`config.mk`:
```
export PLATFORM = sky130hd
export DESIGN_NAME = fxp_mul_arbiter
export DESIGN_NICKNAME = d
export VERILOG_FILES = /design/src/rtl/fxp_pkg.sv /design/src/rtl/fxp_mul_core.sv /design/src/rtl/fxp_mul_arbiter.sv
export SDC_FILE = /design/constraint.sdc
export NUM_CORES = 1
export LEC_CHECK = 0
export BUFFER_PORTS_ARGS = -buffer_cell sky130_fd_sc_hd__buf_2
export CAP_MARGIN = 40
export CORE_MARGIN = 10
export CORE_UTILIZATION = 40
export CTS_CLUSTER_SIZE = 24
export DETAILED_ROUTE_END_ITERATION = 10
export PLACE_DENSITY = 0.68
export SLEW_MARGIN = 20
export SYNTH_ARGS = -nofsm -noshare
export SYNTH_HDL_FRONTEND = slang
export SYNTH_HIERARCHICAL = 1
export SYNTH_SLANG_ARGS = --single-unit
export TNS_END_PERCENT = 10
```
`constraint.sdc`:
```
create_clock -name clk -period 8.35 [get_ports clk]
set_clock_uncertainty 0.15 [all_clocks]
set_input_delay 0.835 -clock clk [delete_from_list [all_inputs] [get_ports clk]]
set_output_delay 0.835 -clock clk [all_outputs]
set_load 0.01 [all_outputs]
```
`src/rtl/fxp_pkg.sv`:
```
// Shared definitions for the fixed-point multiplier arbiter: FSM encoding,
// a constant clog2 helper and saturation bounds by width and signedness.
// Purely declarative; no logic, no latency, no flow control.
package fxp_pkg;

  // Operation sequencing: arbitrate, multiply, saturate, hold response
  typedef enum logic [1:0] {
    ST_IDLE = 2'd0,
    ST_MUL  = 2'd1,
    ST_SAT  = 2'd2,
    ST_RSP  = 2'd3
  } fsm_state_t;

  // Ceiling log2 with a floor of 1 so a 1-bit id field always exists
  function automatic int fxp_clog2(input int n);
    int r;
    r = 0;
    for (int i = 0; i < 31; i++) begin
      if ((1 << i) < n) r = i + 1;
    end
    return (r < 1) ? 1 : r;
  endfunction

  // Largest representable value of a w-bit field (signed: 0111..., unsigned: 111...)
  function automatic longint sat_max(input int w, input logic sgn);
    return sgn ? ((longint'(1) << (w - 1)) - 1) : ((longint'(1) << w) - 1);
  endfunction

  // Smallest representable value of a w-bit field (signed: 1000..., unsigned: 0)
  function automatic longint sat_min(input int w, input logic sgn);
    return sgn ? -(longint'(1) << (w - 1)) : longint'(0);
  endfunction

endpackage

```
`src/rtl/fxp_mul_core.sv`:
```
// Fixed-point multiply then floor-truncate and saturate into the output format.
// Two registered stages: product on mul_en, result/flags on sat_en.
// No handshake of its own; the caller sequences the enables and holds inputs.
module fxp_mul_core
  import fxp_pkg::*;
#(
  parameter int A_I   = 3,
  parameter int A_F   = 2,
  parameter int B_I   = 4,
  parameter int B_F   = 2,
  parameter int OUT_I = 5,
  parameter int OUT_F = 3
) (
  input  logic                   clk,
  input  logic                   rst,
  input  logic                   mul_en,
  input  logic                   sat_en,
  input  logic [A_I+A_F-1:0]     a,
  input  logic [B_I+B_F-1:0]     b,
  input  logic                   sign,
  output logic [OUT_I+OUT_F-1:0] data,
  output logic                   ovf,
  output logic                   unf
);

  localparam int A_W   = A_I + A_F;
  localparam int B_W   = B_I + B_F;
  localparam int P_W   = A_W + B_W;
  localparam int PI    = A_I + B_I;
  localparam int PF    = A_F + B_F;
  localparam int OUT_W = OUT_I + OUT_F;

  // Align the product's binary point to the output's: shift left when the
  // output has more fraction bits, arithmetic shift right (floor) otherwise.
  localparam int SH_L = (OUT_F >= PF) ? (OUT_F - PF) : 0;
  localparam int SH_R = (OUT_F <  PF) ? (PF - OUT_F) : 0;

  // Working width covers the widest integer and fraction parts plus a sign
  // and a guard bit, so bound comparisons never wrap.
  localparam int WW = ((PI > OUT_I) ? PI : OUT_I) + ((PF > OUT_F) ? PF : OUT_F) + 2;

  localparam logic signed [WW-1:0] U_MAX = WW'(sat_max(OUT_W, 1'b0));
  localparam logic signed [WW-1:0] U_MIN = WW'(sat_min(OUT_W, 1'b0));
  localparam logic signed [WW-1:0] S_MAX = WW'(sat_max(OUT_W, 1'b1));
  localparam logic signed [WW-1:0] S_MIN = WW'(sat_min(OUT_W, 1'b1));

  // Product bits that fall below the output LSB; all zero when nothing is dropped
  localparam logic [P_W-1:0] DROP_MASK = P_W'((longint'(1) << SH_R) - 1);

  logic [P_W-1:0]          a_ext;
  logic [P_W-1:0]          b_ext;
  logic [P_W-1:0]          prod_d;
  logic [P_W-1:0]          prod_q;
  logic signed [WW-1:0]    p_ext;
  logic signed [WW-1:0]    scaled;
  logic signed [WW-1:0]    hi;
  logic signed [WW-1:0]    lo;
  logic [OUT_W-1:0]        data_d;
  logic                    ovf_d;
  logic                    unf_d;

  // Extend both operands to product width; the low P_W bits of the product
  // are then exact for both two's-complement and unsigned operands.
  always_comb begin
    a_ext  = sign ? {{(P_W-A_W){a[A_W-1]}}, a} : {{(P_W-A_W){1'b0}}, a};
    b_ext  = sign ? {{(P_W-B_W){b[B_W-1]}}, b} : {{(P_W-B_W){1'b0}}, b};
    prod_d = a_ext * b_ext;
  end

  // Product register, loaded in the multiply stage
  always_ff @(posedge clk) begin
    if (rst) begin
      prod_q <= '0;
    end else if (mul_en) begin
      prod_q <= prod_d;
    end
  end

  // Rescale to the output binary point, then clamp to the output range
  always_comb begin
    p_ext  = sign ? {{(WW-P_W){prod_q[P_W-1]}}, prod_q} : {{(WW-P_W){1'b0}}, prod_q};
    scaled = (p_ext <<< SH_L) >>> SH_R;
    hi     = sign ? S_MAX : U_MAX;
    lo     = sign ? S_MIN : U_MIN;
    unf_d  = |(prod_q & DROP_MASK);
    ovf_d  = 1'b0;
    data_d = scaled[OUT_W-1:0];
    if (scaled > hi) begin
      ovf_d  = 1'b1;
      data_d = hi[OUT_W-1:0];
    end else if (scaled < lo) begin
      ovf_d  = 1'b1;
      data_d = lo[OUT_W-1:0];
    end
  end

  // Result register, loaded in the saturate stage and held until reloaded
  always_ff @(posedge clk) begin
    if (rst) begin
      data <= '0;
      ovf  <= 1'b0;
      unf  <= 1'b0;
    end else if (sat_en) begin
      data <= data_d;
      ovf  <= ovf_d;
      unf  <= unf_d;
    end
  end

endmodule

```
`src/rtl/fxp_mul_arbiter.sv`:
```
// Round-robin shares one fixed-point multiplier among NREQ valid/ready requesters.
// Accept at edge T, rsp_valid high after edge T+2; one op in flight, issue every 4+ cycles.
// req_ready only in IDLE; result held while rsp_ready is low, no accept during the hold.
module fxp_mul_arbiter
  import fxp_pkg::*;
#(
  parameter int NREQ  = 4,
  parameter int A_I   = 3,
  parameter int A_F   = 2,
  parameter int B_I   = 4,
  parameter int B_F   = 2,
  parameter int OUT_I = 5,
  parameter int OUT_F = 3
) (
  input  logic                          clk,
  input  logic                          rst,
  input  logic [NREQ-1:0]               req_valid,
  output logic [NREQ-1:0]               req_ready,
  input  logic [NREQ*(A_I+A_F)-1:0]     req_a,
  input  logic [NREQ*(B_I+B_F)-1:0]     req_b,
  input  logic [NREQ-1:0]               req_sign,
  output logic                          rsp_valid,
  input  logic                          rsp_ready,
  output logic [fxp_clog2(NREQ)-1:0]    rsp_id,
  output logic [OUT_I+OUT_F-1:0]        rsp_data,
  output logic                          rsp_ovf,
  output logic                          rsp_unf
);

  localparam int ID_W = fxp_clog2(NREQ);
  localparam int A_W  = A_I + A_F;
  localparam int B_W  = B_I + B_F;

  fsm_state_t       state_q;
  fsm_state_t       state_d;
  logic [ID_W-1:0]  ptr_q;
  logic [ID_W-1:0]  ptr_next;
  logic [ID_W-1:0]  win_id;
  logic             win_found;
  logic [ID_W:0]    rr_sum;
  logic [ID_W-1:0]  rr_idx;
  logic             accept;
  logic             mul_en;
  logic             sat_en;
  logic [A_W-1:0]   a_sel;
  logic [B_W-1:0]   b_sel;
  logic             s_sel;
  logic [A_W-1:0]   a_q;
  logic [B_W-1:0]   b_q;
  logic             sign_q;
  logic [ID_W-1:0]  id_q;

  // First valid requester at or after the pointer, wrapping past NREQ-1
  always_comb begin
    win_found = 1'b0;
    win_id    = '0;
    rr_sum    = '0;
    rr_idx    = '0;
    for (int i = 0; i < NREQ; i++) begin
      rr_sum = {1'b0, ptr_q} + (ID_W+1)'(i);
      if (rr_sum >= (ID_W+1)'(NREQ)) rr_sum = rr_sum - (ID_W+1)'(NREQ);
      rr_idx = rr_sum[ID_W-1:0];
      if (!win_found && req_valid[rr_idx]) begin
        win_found = 1'b1;
        win_id    = rr_idx;
      end
    end
  end

  // Grant only from IDLE and never while reset is asserted
  always_comb begin
    accept    = (state_q == ST_IDLE) && !rst && win_found;
    req_ready = '0;
    if (accept) req_ready[win_id] = 1'b1;
    ptr_next  = (win_id == ID_W'(NREQ - 1)) ? '0 : win_id + ID_W'(1);
  end

  // Steer the winner's operand slices toward the capture registers
  always_comb begin
    a_sel = '0;
    b_sel = '0;
    s_sel = 1'b0;
    for (int k = 0; k < NREQ; k++) begin
      if (win_id == ID_W'(k)) begin
        a_sel = req_a[k*A_W +: A_W];
        b_sel = req_b[k*B_W +: B_W];
        s_sel = req_sign[k];
      end
    end
  end

  // Operand capture and pointer advance on acceptance
  always_ff @(posedge clk) begin
    if (rst) begin
      ptr_q  <= '0;
      a_q    <= '0;
      b_q    <= '0;
      sign_q <= 1'b0;
      id_q   <= '0;
    end else if (accept) begin
      ptr_q  <= ptr_next;
      a_q    <= a_sel;
      b_q    <= b_sel;
      sign_q <= s_sel;
      id_q   <= win_id;
    end
  end

  // State register; reset aborts any in-flight op without a response
  always_ff @(posedge clk) begin
    if (rst) begin
      state_q <= ST_IDLE;
    end else begin
      state_q <= state_d;
    end
  end

  // Next state and datapath stage enables
  always_comb begin
    state_d = state_q;
    mul_en  = 1'b0;
    sat_en  = 1'b0;
    unique case (state_q)
      ST_IDLE: if (accept) state_d = ST_MUL;
      ST_MUL: begin
        mul_en  = 1'b1;
        state_d = ST_SAT;
      end
      ST_SAT: begin
        sat_en  = 1'b1;
        state_d = ST_RSP;
      end
      ST_RSP: if (rsp_ready) state_d = ST_IDLE;
      default: state_d = ST_IDLE;
    endcase
  end

  // Response id travels alongside the result register load
  always_ff @(posedge clk) begin
    if (rst) begin
      rsp_id <= '0;
    end else if (sat_en) begin
      rsp_id <= id_q;
    end
  end

  assign rsp_valid = (state_q == ST_RSP);

  fxp_mul_core #(
    .A_I   (A_I),
    .A_F   (A_F),
    .B_I   (B_I),
    .B_F   (B_F),
    .OUT_I (OUT_I),
    .OUT_F (OUT_F)
  ) u_core (
    .clk    (clk),
    .rst    (rst),
    .mul_en (mul_en),
    .sat_en (sat_en),
    .a      (a_q),
    .b      (b_q),
    .sign   (sign_q),
    .data   (rsp_data),
    .ovf    (rsp_ovf),
    .unf    (rsp_unf)
  );

endmodule

```
* Word level (Yosys, flattened, before mapping)
Cells that the tools add are included.
** Operators by class
- Add/subtract/negate cells :: 8
- Multipliers :: 1
- $lt $le $gt $ge :: 12
- Equal/unequal tests :: 8
- Muxes and demuxes :: 50
- Reduce and logical (&&, ||, !) cells :: 13
** Operator list (count)
- 13-bit two-way mux :: 2
- 6-bit two-way mux :: 4
- 8-bit two-way mux :: 3
- 11-bit two-way mux :: 2
- 2-bit two-way mux :: 11
- 5-bit two-way mux :: 4
- 1-bit two-way mux :: 17
- 2-bit by 3-bit < comparator with 1-bit output (second input constant) :: 5
- 12-bit by 13-bit < comparator with 1-bit output :: 1
- 12-bit by 9-bit > comparator with 1-bit output :: 1
- 11-bit by 11-bit multiplier with 11-bit output :: 1
- 3-bit greater-or-equal comparator (second input constant) :: 3
- 1-bit binary-select mux with 2-bit select :: 4
- 2-bit equality test (second input constant) :: 4
- 2-bit one-hot mux with 4 select lines :: 1
- 2-bit by 1-bit subtractor with 2-bit output (second input constant) :: 4
- 2-bit by 2-bit adder with 3-bit output (second input constant) :: 2
- 1-bit logical AND :: 6
- 2-bit by 1-bit equality test with 1-bit output (second input constant) :: 2
- 1-bit zero test :: 4
- 2-bit zero test :: 2
- 4-bit two-way mux :: 1
- 2-bit by 1-bit adder with 3-bit output (second input constant) :: 1
- 2-bit by 3-bit greater-or-equal comparator with 1-bit output (second input constant) :: 1
- other kinds (6) :: 6
** Word-level totals
- Register bits :: 41
- Input port bits :: 55
- Output and inout bits :: 17
- Logic and storage cells :: 103

* Depth between registers and ports, before layout
Gate-level depths: netlist of run 1.
- Depth in word-level cells :: 19
- Mapped depth :: 19
- Mapped depth without buffers :: 18

* By module
Netlist of run 1, hierarchy kept.
** By module, submodules not included
- fxp_mul_core :: times used 1, cells an instance 300, area an instance 2588.7 µm²
- fxp_mul_arbiter :: times used 1, cells an instance 176, area an instance 1475.2 µm²

* Least setup slack after synthesis of run 1
Ideal clock, no wire load.
- Kind :: register to register
- From :: register sign_q
- To :: register u_core.prod_q[10]
- Setup time :: 0.079 ns
- Data arrival time :: 4.712 ns
- Required time :: 8.121 ns
- Setup slack :: 3.409 ns
- Stages on the path, launching flop included :: 17
- Buffers on the path :: 1
- Clock period less this slack :: 4.941 ns
- Path through :: dfxtp_1 -> clkbuf_1 -> and2_1 -> nand2_1 -> fa_1 -> fa_1 -> fa_1 -> inv_1 -> fa_1 -> inv_1 -> fa_1 -> xnor2_1 -> xnor2_1 -> xnor3_1 -> xnor2_1 -> xnor2_1 -> a211oi_2
** On the way
- Word-level cells in the longest chain between the ends :: 2
- Elaborated cells between the ends (all ways) :: 3
- Those cells by class :: mul (1); mux (2)
** RTL lines
- start: declaration :: line fxp_mul_arbiter.sv:50 : logic sign_q;
- start signal: assignment :: line fxp_mul_arbiter.sv:104 : sign_q <= s_sel;
- 11-bit two-way mux (on tied branches) :: line fxp_mul_core.sv:65, fxp_mul_core.sv:66
- 11-bit by 11-bit multiplier with 11-bit output (*) :: line fxp_mul_core.sv:67 : prod_d = a_ext * b_ext;
- end signal: assignment :: line fxp_mul_core.sv:75 : prod_q <= prod_d;
- end: declaration :: line fxp_mul_core.sv:53 : logic [P_W-1:0] prod_q;
Every way passes the cells marked *; elsewhere a longest branch is shown, timed or not.
A chain may end at the register's enable or synchronous reset.

* Worst setup path after layout of run 1
Same ends and word-level chain as after synthesis.

==> results of run 1 <==
## registers in the layout (all words and copies together), names as in the netlist
signal and cells:
id_q 2, a_q 5, u_core/unf 1, rsp_id 2
u_core/prod_q 11, u_core/data 8, u_core/ovf 1, ptr_q 2
b_q 6, state_q 2, sign_q 1
## synth_stat cells, drive strengths merged (2+ instances only)
library cell and instances:
inv 78, ha 42, dfxtp 41, a21oi 39, nor2 38, fa 29, and2 25, nand2 22
a211oi 15, nand3b 14, xnor2 14, a221o 12, buf 12, mux2i 12, nor3 12, clkbuf 9
nand2b 7, o21ai 6, nor2b 5, nand3 4, and3 3, nor4 3, o21a 3, o41ai 3
a21boi 2, a21o 2, nand4 2, nor3b 2, o311ai 2, or2 2, or3 2, xor2 2
## per-stage QoR
step / instances / instance area (um2)
floorplan: 476 / 4060
global placement: 661 / 4480
detailed placement: 662 / 4500
CTS: 670 / 4610
global route: 670 / 4610
finish: 670 / 4610
## cell type report
class                           count  area, um2  share of cell area, %
Multi-Input combinational cell    336       2830                   61.4
Sequential cell                    41        821                   17.8
Timing Repair Buffer               74        385                   8.36
Inverter                           78        293                   6.35
Tap cell                          133        166                   3.61
Clock buffer                        5       68.8                   1.49
Clock inverter                      3       43.8                  0.950
## cell usage in the layout, fill, tap and decap left out, types with 5 or more instances in the layout
cell      count
ha_1         42
inv_1        78
clkbuf_8      5
nand2_1      22
nand3b_1     14
fa_1         29
nand2b_1      7
nor2_1       38
a211oi_2      5
a21oi_1      35
a221o_1      12
xnor2_1      14
nor3_1       12
mux2i_1      12
buf_2        71
and2_1       21
nor2b_1       5
o21ai_0       5
dfxtp_1      41
a211oi_1     10
## power by group through the flow
stage / Clock [W] / Combinational [W] / Sequential (W)
3_5_place_dp: 0 / 0.000844 / 0.000383
3_3_place_gp: 0 / 0.000810 / 0.000380
6_report: 0.000166 / 0.000846 / 0.000379
4_1_cts: 0.000171 / 0.000851 / 0.000379
2_1_floorplan: 0 / 0.000693 / 0.000344
5_1_grt: 0.000179 / 0.000971 / 0.000397
## worst max path at each step
| stage | start | end | slack, ns | depth (start not counted) |
|---|---|---|---|---|
| 2_1_floorplan | sign_q | u_core/prod_q[10] | 3.41 | 16 |
| 3_3_place_gp | sign_q | u_core/prod_q[10] | 3.31 | 15 |
| 3_5_place_dp | sign_q | u_core/prod_q[10] | 3.12 | 15 |
| 4_1_cts | sign_q | u_core/prod_q[10] | 3.10 | 15 |
| 5_1_grt | sign_q | u_core/prod_q[10] | 2.81 | 15 |
| 6_report | sign_q | u_core/prod_q[10] | 3.12 | 15 |
## layer usage
metal,global-route usage [%],wire [um],vias to the layer above
met1,16.6,4440,1562
li1,-,-,1703
met5,0,0,-
met4,2.49,51,0
met2,21.5,4310,80
met3,3.21,509,4
## kinds of logic (layout without fill, tap and decap cells)
family	count (synthesis)	after routing	synth area share [%]
simple gates	145	145	18.9
buf+inv	99	160	10.4
compound gates	91	91	16.3
fa+ha+maj	71	71	27.2
flops	41	41	20.2
xor+xnor	17	17	4.00
mux	12	12	2.96
## worst register-to-register path: stages, from the launching register on
cell,delay [ns]
dfxtp_1,0.67
and2_1,0.31
nand2_1,0.16
fa_1,0.52
fa_1,0.52
fa_1,0.49
inv_1,0.06
fa_1,0.53
inv_1,0.05
fa_1,0.43
xnor2_1,0.19
xnor2_1,0.15
xnor3_1,0.43
xnor2_1,0.15
xnor2_1,0.15
a211oi_2,0.21
==> results.json, run 1 <==
{
  "powerDensity_nw_per_um2": 302,
  "clock_sinks": 41,
  "firstDrtPassIters": 4,
  "cts.path.max_buffers": 2,
  "p_switching_w": 0.000661,
  "synth_top_cell_area_share_pct": 20.2,
  "whs_endpoint": "u_core/ovf",
  "end_kind": "register",
  "root_buffer": "clkbuf_8",
  "synthFlopType": "dfxtp_1",
  "p_int_w": 0.000730,
  "drt_iter0_drc": 146,
  "vias_per_cell": 5.00,
  "leakage_nw": 2.23,
  "timing.hold.ws_ns": 0.326,
  "worstReg2RegEnd": "u_core/prod_q[10]",
  "worstPathRequired_ns": 8.42,
  "cpMaxStageDelayCell": "dfxtp_1",
  "rsz0062_at_grt": "no",
  "fmax_mhz": 191,
  "synth_edf_count": 0,
  "io_buffers": 71,
  "fin_util_pct": 47.0,
  "drv_cap": 0,
  "synthDistinctLibCells": 54,
  "critical_path_class": "reg -> reg",
  "tightest_slew_ns": 0.794,
  "insertion_delay_ns": 0.30,
  "die_h_um": 121,
  "routed_wl_mm": 9.31,
  "seqPwrFrac_pct": 27.3,
  "crit_family": "adder cells",
  "wl_per_cell_um": 13.9,
  "synth_top_cell_by_area": "dfxtp_1",
  "reg2reg_depth": 15,
  "htreeDepth": 2,
  "min-delay-start": "u_core/ovf",
  "area_delta_synth_final_pct": 13.5,
  "post-dp-hpwl_mm": 7.54,
  "setup_viol": 0,
  "slew_headroom_pct": 47.1,
  "clk_pin_slew_ns": 0.09,
  "slew_viol_final": 0,
  "num_rows": 36,
  "min_period_over_period_pct": 62.7,
  "synthArstFlopShare_pct": 0,
  "dieArea_um2": 14600,
  "cts_resized": 0,
  "rr_startpoint": "sign_q",
  "cp.arrival_ns": 5.31,
  "p_clk_share_pct": 11.9,
  "fp.dieW_um": 121,
  "layout-drive-gt1-share_pct": 18.2,
  "nets": 662,
  "slowest_delay_ns": 0.67,
  "cts_buffers": 5,
  "ys_warn_count": 6,
  "hold_viol": 0,
  "r2r_setup_slack_ns": 3.12,
  "seq_area_frac_synth_pct": 20.2,
  "status": "finished, final reports clean",
  "p_total_w": 0.00139,
  "fillCellCount": 1021,
  "timing.critical_path.from_type": "register",
  "route.vias.total": 3349,
  "setup_ws_ns": 3.12,
  "netlist_instances": 476,
  "start_util_pct": 41.4,
  "diodes": 0,
  "path_max_fanout": 16,
  "cts_hold_buf": 0,
  "swShare_pct": 47.5,
  "setup_tns_ns": 0,
  "min_path_cells": 2,
  "io_pins": 72,
  "grt_pass1_wl_mm": 16.3,
  "post_cts_buffers": 0,
  "grt_pass1_vias": 3560,
  "synth_top_cells_by_area": "dfxtp_1 20%, fa_1 14%, ha_1 13%",
  "hold_path_class": "reg -> reg",
  "grt_start_max_net_pins": 47,
  "netlist_area_um2": 4060,
  "p_comb_share_pct": 60.8,
  "drc_errors": 0,
  "ant_nets": 0,
  "coreArea_um2": 9820,
  "dp_slack_ns": 3.12,
  "cts_tree": "done",
  "syn_avg_cell_area_um2": 8.54,
  "ys_ff_latch": 41,
  "antenna_found_initial": 0,
  "critPathMostFrequentCell": "fa_1",
  "ir_drop_v": 0.000131,
  "path_buf_inv": 2,
  "grt_overflow_total": 0,
  "synthesis.nets": 602,
  "finalWeightedCongestion": 0.864,
  "crit_chain": "and2_1, nand2_1, fa_1, fa_1, fa_1, inv_1, fa_1, inv_1, fa_1, xnor2_1, xnor2_1, xnor3_1, xnor2_1, xnor2_1, a211oi_2",
  "track_usage_pct": 12.9,
  "period_needed_ns": 5.23
}
No activity file was read; power rests on OpenSTA's default activity.
==> run 2: changes to the inputs <==
Settings changed: PLACE_DENSITY 0.68 to 0.71.
Clock period 8.35 ns to 4.7 ns, I/O delays scaled along.
==> run 2 against run 1 <==
Effect of this change: critical path depth unchanged; worst hold slack improved by 0.0023 ns; worst setup slack got worse by 3.0 ns; core utilization increased by 2.3 points.
==> results.json, run 2 (synthesis gave the netlist of run 1 again) <==
{
  "track_usage_pct": 12.8,
  "fp.dieW_um": 121,
  "coreArea_um2": 9820,
  "grt_overflow_total": 0,
  "route.vias.total": 3407,
  "grt.busiest_layer": "met2",
  "root_buffer": "clkbuf_8",
  "ir_drop_v": 0.000240,
  "drt_iter0_drc": 98,
  "clk_pin_slew_ns": 0.09,
  "place_inst": 672,
  "hold_path_class": "reg -> reg",
  "clock_sinks": 41,
  "htreeDepth": 2,
  "firstDrtPassIters": 4,
  "io_pins": 72,
  "cp.arrival_ns": 4.64,
  "cts_tree": "done",
  "timing.critical_path.from_type": "register",
  "antenna_found_initial": 0,
  "critical_path_class": "reg -> reg",
  "path_max_fanout": 7,
  "layout-drive-gt1-share_pct": 23.9,
  "tightest_slew_ns": 0.790,
  "top_regs": "u_core/prod_q x11, u_core/data x8, b_q x6",
  "grt_pass1_wl_mm": 16.1,
  "cts_hold_buf": 0,
  "slew_headroom_pct": 47.3,
  "insertion_delay_ns": 0.30,
  "post-dp-hpwl_mm": 7.65,
  "end_kind": "register",
  "fillCellCount": 964,
  "powerDensity_nw_per_um2": 552,
  "diodes": 0,
  "area_delta_synth_final_pct": 19.1,
  "vias_per_cell": 5.00,
  "wl_per_cell_um": 13.9,
  "cts.path.max_buffers": 2,
  "drc_errors": 0,
  "worstReg2RegEnd": "u_core/prod_q[10]",
  "leakage_nw": 2.31,
  "ant_nets": 0,
  "setup_viol": 0,
  "worstPathRequired_ns": 4.78,
  "gr-usage-met3_pct": 4.33,
  "cp-endpoint": "u_core/prod_q[10]",
  "globalRouteMet2Util_pct": 21.9,
  "fin_cells": 681,
  "dieArea_um2": 14600,
  "min-delay-start": "u_core/data[0]",
  "top_register": "u_core/prod_q",
  "drv_cap": 0,
  "multi_input_area_um2": 2920,
  "r2r_setup_slack_ns": 0.14,
  "start_util_pct": 41.4,
  "period_needed_ns": 4.56,
  "grt_pass1_vias": 3643,
  "fmax_mhz": 219,
  "finalWeightedCongestion": 0.844,
  "crit_start": "sign_q",
  "die_h_um": 121,
  "nets": 673,
  "num_rows": 36,
  "hold_viol": 0,
  "status": "finished, final reports clean",
  "reg2reg_depth": 15,
  "grt_start_max_net_pins": 47,
  "layout_common_cells": "78 x inv_1, 71 x buf_2, 38 x nor2_1, 38 x ha_1, 35 x a21oi_1",
  "slew_viol_final": 0,
  "routed_wl_mm": 9.48,
  "register_area_um2": 835,
  "grt_util_met1_pct": 15.1,
  "rr_startpoint": "sign_q",
  "min_path_cells": 2,
  "cts_buffers": 5,
  "layout_commonest_cell": "inv_1",
  "setup_tns_ns": 0,
  "min_period_over_period_pct": 97.1,
  "io_buffers": 71,
  "largest_reg_flops": 11
}
==> run 2: cell count changes in the layout (fill, tap and decap cells not counted), moves of 4 or more <==
cell,before,now
ha_4,0,4
dfxtp_2,0,8
ha_1,42,38
buf_4,2,12
dfxtp_1,41,32
==> run 2: stage by stage <==
step	utilization (%)	hold slack [ns]	instance area, um2	power (W)	setup slack [ns]
detailed placement	46.6	0.315	4580	0.00226	-0.0358
CTS	48.1	0.331	4730	0.00261	0.0117
finish	49.3	0.328	4840	0.00267	0.138
global placement	46.5	0.308	4560	0.00218	0.0314
floorplan	-	0.289	4080	0.00186	0.131
global route	49.3	0.353	4840	0.00296	-0.0652
==> run 2: critical path, cell delays in order (launching register included) <==
cell and delay (ns):
dfxtp_4 0.38, and2_4 0.17, nand2_1 0.08, fa_2 0.61
fa_1 0.41, fa_1 0.50, inv_1 0.06, fa_1 0.54
inv_1 0.06, fa_2 0.40, xnor2_2 0.14, xnor2_1 0.16
xnor3_1 0.28, xnor2_2 0.16, xnor2_1 0.16, a211oi_2 0.23
==> run 2: worst min-delay path by stage <==
stage                     slack, ns          endpoint
after floorplan                0.29  u_core/prod_q[0]
after global placement         0.31    u_core/data[7]
after detailed placement       0.31    u_core/data[0]
after CTS                      0.33    u_core/data[7]
after global routing           0.35    u_core/data[7]
final                          0.33    u_core/data[0]
==> run 2: area by class of cell <==
cell class                      instances  share of cell area, %
Timing Repair Buffer                   85                   10.1
Multi-Input combinational cell        336                   60.4
Clock buffer                            5                   1.42
Clock inverter                          3                   1.34
Sequential cell                        41                   17.2
Inverter                               78                   6.05
Tap cell                              133                   3.44
==> run 2: repair_timing <==
| item | CTS | global route |
|---|---|---|
| endpoints found under the setup margin | 1 | 2 |
| pin swaps | 0 | 2 |
| setup buffers | 0 | 0 |
| gates resized for setup | 2 | 22 |
==> run 2: power breakdown <==
group | switching [W] | internal, W | leakage, nW
logic | 0.000942 | 0.000756 | 1.90
registers | 0.000142 | 0.000492 | 0.339
clock network | 0.000129 | 0.000211 | 0.0681
total | 0.00121 | 0.00146 | 2.31
==> run 2: per-layer routing <==
layer / vias up / part of all wire, %
li1: 1725 / -
met4: 0 / 0.77
met3: 8 / 6.1
met1: 1592 / 45
met2: 82 / 48
met5: - / 0
